$ cat config.mk
export PLATFORM = sky130hd
export DESIGN_NAME = feed_msg_arbiter
export DESIGN_NICKNAME = d
export VERILOG_FILES = /design/src/rtl/feed_msg_arbiter.sv
export SDC_FILE = /design/constraint.sdc
export NUM_CORES = 1
export LEC_CHECK = 0
export CAP_MARGIN = 5
export CORE_AREA = 2 2 142 144
export DETAILED_ROUTE_END_ITERATION = 16
export DIE_AREA = 0 0 144 146
export SETUP_SLACK_MARGIN = 0.1
export SYNTH_ARGS = -nofsm -noshare
export SYNTH_HDL_FRONTEND = slang
export SYNTH_SLANG_ARGS = --single-unit
$ cat constraint.sdc
create_clock -name clk -period 2.1 [get_ports clk]
set_input_delay 0.42 -clock clk [delete_from_list [all_inputs] [get_ports clk]]
set_output_delay 0.42 -clock clk [all_outputs]
set_load 0.03 [all_outputs]
$ cat src/rtl/feed_msg_arbiter.sv
// Packet-atomic round-robin merge of C_NUM_PORTS Avalon-ST message streams behind one registered output stage.
// Optional build macro FEED_ARB_CHANNEL_EN adds the out_channel port (source port of each forwarded beat).
module feed_msg_arbiter #(
  parameter int C_NUM_PORTS       = 4,
  parameter int C_PKT_DATA_WIDTH  = 64,
  parameter int C_PKT_EMPTY_WIDTH = $clog2(C_PKT_DATA_WIDTH/8),
  parameter int C_IDX_WIDTH       = $clog2(C_NUM_PORTS)
) (
  input  logic                                     clk,
  input  logic                                     reset,
  output logic [C_NUM_PORTS-1:0]                   in_ready,
  input  logic [C_NUM_PORTS-1:0]                   in_valid,
  input  logic [C_NUM_PORTS-1:0]                   in_startofpacket,
  input  logic [C_NUM_PORTS-1:0]                   in_endofpacket,
  input  logic [C_NUM_PORTS*C_PKT_DATA_WIDTH-1:0]  in_data,
  input  logic [C_NUM_PORTS*C_PKT_EMPTY_WIDTH-1:0] in_empty,
  input  logic [C_NUM_PORTS-1:0]                   in_error,
  input  logic                                     out_ready,
  output logic                                     out_valid,
  output logic                                     out_startofpacket,
  output logic                                     out_endofpacket,
  output logic                                     out_error,
  output logic [C_PKT_DATA_WIDTH-1:0]              out_data,
  output logic [C_PKT_EMPTY_WIDTH-1:0]             out_empty,
`ifdef FEED_ARB_CHANNEL_EN
  output logic [C_IDX_WIDTH-1:0]                   out_channel,
`endif
  output logic                                     stat_drop
);

  typedef enum logic {IDLE, BUSY} state_t;

  state_t                  state;
  logic [C_IDX_WIDTH-1:0]  grant;
  logic [C_IDX_WIDTH-1:0]  rr_ptr;

  logic [C_NUM_PORTS-1:0]  cand;
  logic [C_NUM_PORTS-1:0]  gmask;
  logic [C_NUM_PORTS-1:0]  orphan;
  logic [C_IDX_WIDTH-1:0]  winner;
  logic                    found;
  logic                    stage_free;
  logic                    accept;

  logic [C_PKT_DATA_WIDTH-1:0]  g_data;
  logic [C_PKT_EMPTY_WIDTH-1:0] g_empty;
  logic                         g_sop;
  logic                         g_eop;
  logic                         g_err;

  // Port index base+off, wrapped modulo C_NUM_PORTS (off < C_NUM_PORTS).
  function automatic logic [C_IDX_WIDTH-1:0] rr_idx(input logic [C_IDX_WIDTH-1:0] base,
                                                   input int off);
    int s;
    s = int'(base) + off;
    if (s >= C_NUM_PORTS) s = s - C_NUM_PORTS;
    return C_IDX_WIDTH'(s);
  endfunction

  always_comb begin
    gmask = '0;
    if (state == BUSY) gmask[grant] = 1'b1;
    cand   = in_valid & in_startofpacket;
    // Mid-message beats with no owner are swallowed so a broken source cannot stall its port.
    orphan = in_valid & ~in_startofpacket & ~gmask;
    stage_free = !out_valid || out_ready;
    in_ready = orphan;
    if (state == BUSY) in_ready[grant] = stage_free;
    accept = (state == BUSY) && in_valid[grant] && stage_free;
  end

  always_comb begin
    winner = '0;
    found  = 1'b0;
    for (int i = 0; i < C_NUM_PORTS; i++) begin
      if (!found && cand[rr_idx(rr_ptr, i)]) begin
        winner = rr_idx(rr_ptr, i);
        found  = 1'b1;
      end
    end
  end

  always_comb begin
    g_data  = in_data[int'(grant)*C_PKT_DATA_WIDTH +: C_PKT_DATA_WIDTH];
    g_empty = in_empty[int'(grant)*C_PKT_EMPTY_WIDTH +: C_PKT_EMPTY_WIDTH];
    g_sop   = in_startofpacket[grant];
    g_eop   = in_endofpacket[grant];
    g_err   = in_error[grant];
  end

  // Arbitration FSM and the single registered output stage.
  always_ff @(posedge clk) begin
    if (reset) begin
      state             <= IDLE;
      grant             <= '0;
      rr_ptr            <= '0;
      out_valid         <= 1'b0;
      out_startofpacket <= 1'b0;
      out_endofpacket   <= 1'b0;
      out_error         <= 1'b0;
      out_data          <= '0;
      out_empty         <= '0;
`ifdef FEED_ARB_CHANNEL_EN
      out_channel       <= '0;
`endif
      stat_drop         <= 1'b0;
    end else begin
      stat_drop <= |orphan;
      case (state)
        IDLE: begin
          if (found) begin
            grant <= winner;
            state <= BUSY;
          end
        end
        BUSY: begin
          if (accept && g_eop) begin
            state  <= IDLE;
            rr_ptr <= rr_idx(grant, 1);
          end
        end
      endcase
      if (accept) begin
        out_valid         <= 1'b1;
        out_startofpacket <= g_sop;
        out_endofpacket   <= g_eop;
        out_error         <= g_err;
        out_data          <= g_data;
        out_empty         <= g_empty;
`ifdef FEED_ARB_CHANNEL_EN
        out_channel       <= grant;
`endif
      end else if (out_ready) begin
        out_valid <= 1'b0;
      end
    end
  end

endmodule

==> impl_metrics.py <==
metrics = {
    "worst_setup_path": {
        "cp.required_ns": 1.68,
        "timing.critical_path.from": "out_ready",
        "worst_setup_path_end_kind": "output pin",
        "crit_path_max_fanout": 8,
        "cp.arrival_ns": 1.53,
        "worst-setup-path-type": "in -> out",
        "rr_startpoint": "grant[0]",
        "kind_of_start_point_of_the_critical_path": "input pin",
    },
    "finish": {
        "fin_area_um2": 9047,
        "finalNetCount": 1107,
        "drive_above_1_share_pct": 17.54,
        "final_cell_mix": "353 x clkdlybuf4s50_1, 145 x nand2_1, 75 x a21oi_1",
        "n_fill_cell": 1864,
        "area_delta_synth_final_pct": 98.11,
        "fin_cells": 1087,
        "layout.cells.most_common": "clkdlybuf4s50_1",
    },
    "synth": {
        "synth-async-reset-ratio_pct": 0,
        "synth_area_um2": 4567,
        "synth_flop_cell": "dfxtp_1",
        "synth_cells": 452,
        "synth_edf_count": 0,
        "yosysWarnings": 0,
        "synth_seq_cells": 77,
        "syn_area_per_cell_um2": 10.10,
        "synth_nets": 743,
        "yosysUniqueCellTypes": 29,
        "ys_seq_area_share_pct": 33.75,
    },
    "power": {
        "power.density_nw_per_um2": 579.6,
        "power.ir.vdd_worst_v": 0.0003416,
        "total_leakage_power_nw": 3.145,
    },
    "grt": {
        "grt_remaining_overflow": 0,
        "antenna_found_initial": 1,
        "grt_start_max_net_pins": 41,
        "grt_first_pass_wirelength_um": 27250,
        "first_global_vias": 5109,
        "grt.total_usage_pct": 16.74,
    },
    "die": {
        "effective_utilization_at_floorplan_pct": 23.62,
        "fp.coreArea_um2": 19330,
        "die_span_in_x_um": 144,
        "io_pins": 363,
        "core.rowCount": 51,
        "dieArea_um2": 21020,
        "floorplan.die.height_um": 146,
    },
    "clock_network": {
        "postCtsHoldBufs": 0,
        "clock_insertion_delay_worst_skew_ns": 0.33,
        "root_buffer": "clkbuf_16",
        "cts_made_buffers": 9,
        "h-tree-depth": 3,
        "clock_sink_count": 77,
        "cts_tree": "done",
        "clkSlewWorstSetupHoldPaths_ns": 0.06,
        "clk_path_buf_depth": 2,
    },
    "sta": {
        "worstMarginPinSlew_ns": 0.4995,
        "max-slew-margin-rel_pct": 66.70,
        "period_share_pct": 93.05,
        "timing.final.max_slew_violations": 0,
        "fin_skew_ns": 0.009246,
        "min_period_ns": 1.954,
        "final_hold_viol_count": 0,
        "max_freq_mhz": 511.7,
        "grt_setup_unrepaired": "true",
        "report.final.setup_viol": 0,
    },
    "outcome": {
        "run_status": "completed",
    },
    "drt": {
        "via_per_inst": 4.544,
        "detail_route.drc_violations": 0,
        "dr_total_vias": 4939,
        "drt-wirelength-per-cell_um": 16.70,
        "detail_route.wirelength_um": 18160,
        "drt-initial-drc-count": 134,
        "ant_nets": 0,
        "drt-pass1-iter-count": 4,
    },
    "place": {
        "dpl.hpwl_um": 14860,
        "gp_routability_congestion": 0.7890,
        "dpl-instance-area_um2": 8608,
        "placed_cells_incl_taps": 1061,
        "portBuffers": 362,
    },
    "hold_path": {
        "hold_class": "reg -> reg",
        "worstHoldStart": "out_data[18]",
    },
    "job": {
        "maxCapViolCount": 0,
    },
}
[worst max-delay path: stages]
cell	delay (ns)
clkdlybuf4s50_1	0.40
nand2b_2	0.26
a31o_2	0.31
buf_6	0.14
[layer usage]
layer | GRT usage (%) | part of all wire, % | vias up | wire (um)
met5 | 0 | 0 | - | 0
met4 | 4.902 | 1.2 | 0 | 223
li1 | - | - | 2391 | -
met2 | 30.52 | 52 | 207 | 9410
met1 | 19.06 | 38 | 2324 | 6932
met3 | 4.245 | 8.8 | 17 | 1589
[registers in the layout, indices dropped and copies added (netlist names)]
| register | cells |
|---|---|
| out_empty | 3 |
| state | 1 |
| out_endofpacket | 1 |
| out_startofpacket | 1 |
| grant | 2 |
| out_data | 64 |
| stat_drop | 1 |
| out_valid | 1 |
| rr_ptr | 2 |
| out_error | 1 |
[metrics by stage]
stage,total power [mW],hold slack [ns],TNS (ns),utilization (%),setup slack [ns]
detailed placement,3.716,0.4464,-0.3621,44.52,-0.03421
global route,5.533,0.4722,0,46.79,0.07941
global placement,3.703,0.4407,-0.09740,44.52,-0.02776
CTS,5.328,0.4551,0,46.45,0.08729
finish,5.244,0.4527,0,46.79,0.1459
floorplan,2.700,0.5271,0,-,0.1772
[timing repair]
action / in CTS / in global routing
pin swaps: 3 / 5
gates resized for setup: 11 / 10
setup endpoints to repair: 4 / 4
setup buffers: 5 / 4
[layout make-up]
| cell class | count | area, um^2 | area share (%) |
|---|---|---|---|
| Timing Repair Buffer | 395 | 3974 | 43.92 |
| Sequential cell | 77 | 1550 | 17.13 |
| Inverter | 6 | 22.52 | 0.2489 |
| Antenna cell | 1 | 2.502 | 0.02766 |
| Tap cell | 265 | 331.6 | 3.665 |
| Multi-Input combinational cell | 327 | 2874 | 31.77 |
| Clock buffer | 10 | 229.0 | 2.531 |
| Clock inverter | 6 | 63.81 | 0.7053 |
[where the power goes]
| part | internal [mW] | switching (mW) | total (mW) |
|---|---|---|---|
| Clock | 0.918 | 0.619 | 1.54 |
| Combinational | 1.20 | 0.850 | 2.05 |
| Sequential | 1.58 | 0.0741 | 1.65 |
| Total | 3.70 | 1.54 | 5.24 |
[cells by family (layout without fill, tap and decap cells)]
| family | Yosys count | in the layout | synth area share (%) |
|---|---|---|---|
| AOI/OAI and AO/OA | 92 | 92 | 11.26 |
| buffers and inverters | 48 | 417 | 4.877 |
| DFF | 77 | 77 | 33.75 |
| other | 0 | 1 | 0 |
| and+or+nand+nor | 158 | 158 | 13.56 |
| muxes | 73 | 73 | 35.45 |
| adders and majority gates | 4 | 4 | 1.096 |
[synth_stat cells (3+ instances only)]
| cell | count | share of area, % |
|---|---|---|
| a211oi_1 | 4 | 0.66 |
| ha_1 | 4 | 1.1 |
| inv_1 | 6 | 0.49 |
| dfxtp_1 | 77 | 34 |
| nor2_1 | 4 | 0.33 |
| buf_6 | 3 | 0.74 |
| nand2_1 | 145 | 12 |
| a31o_2 | 4 | 0.77 |
| mux4_2 | 71 | 35 |
| a21oi_1 | 75 | 8.2 |
| clkbuf_1 | 22 | 1.8 |
| buf_2 | 16 | 1.8 |
[path summary, 6_finish.rpt]
check                       to  slack (ns)  cells past startpoint
setup / recovery   in_ready[3]        0.15                      4
hold / removal    out_data[18]        0.45                      2
setup reg to reg  out_data[41]        0.29                      5
hold reg to reg   out_data[18]        0.45                      2
Note: power is estimated with default switching activity, not from simulation.
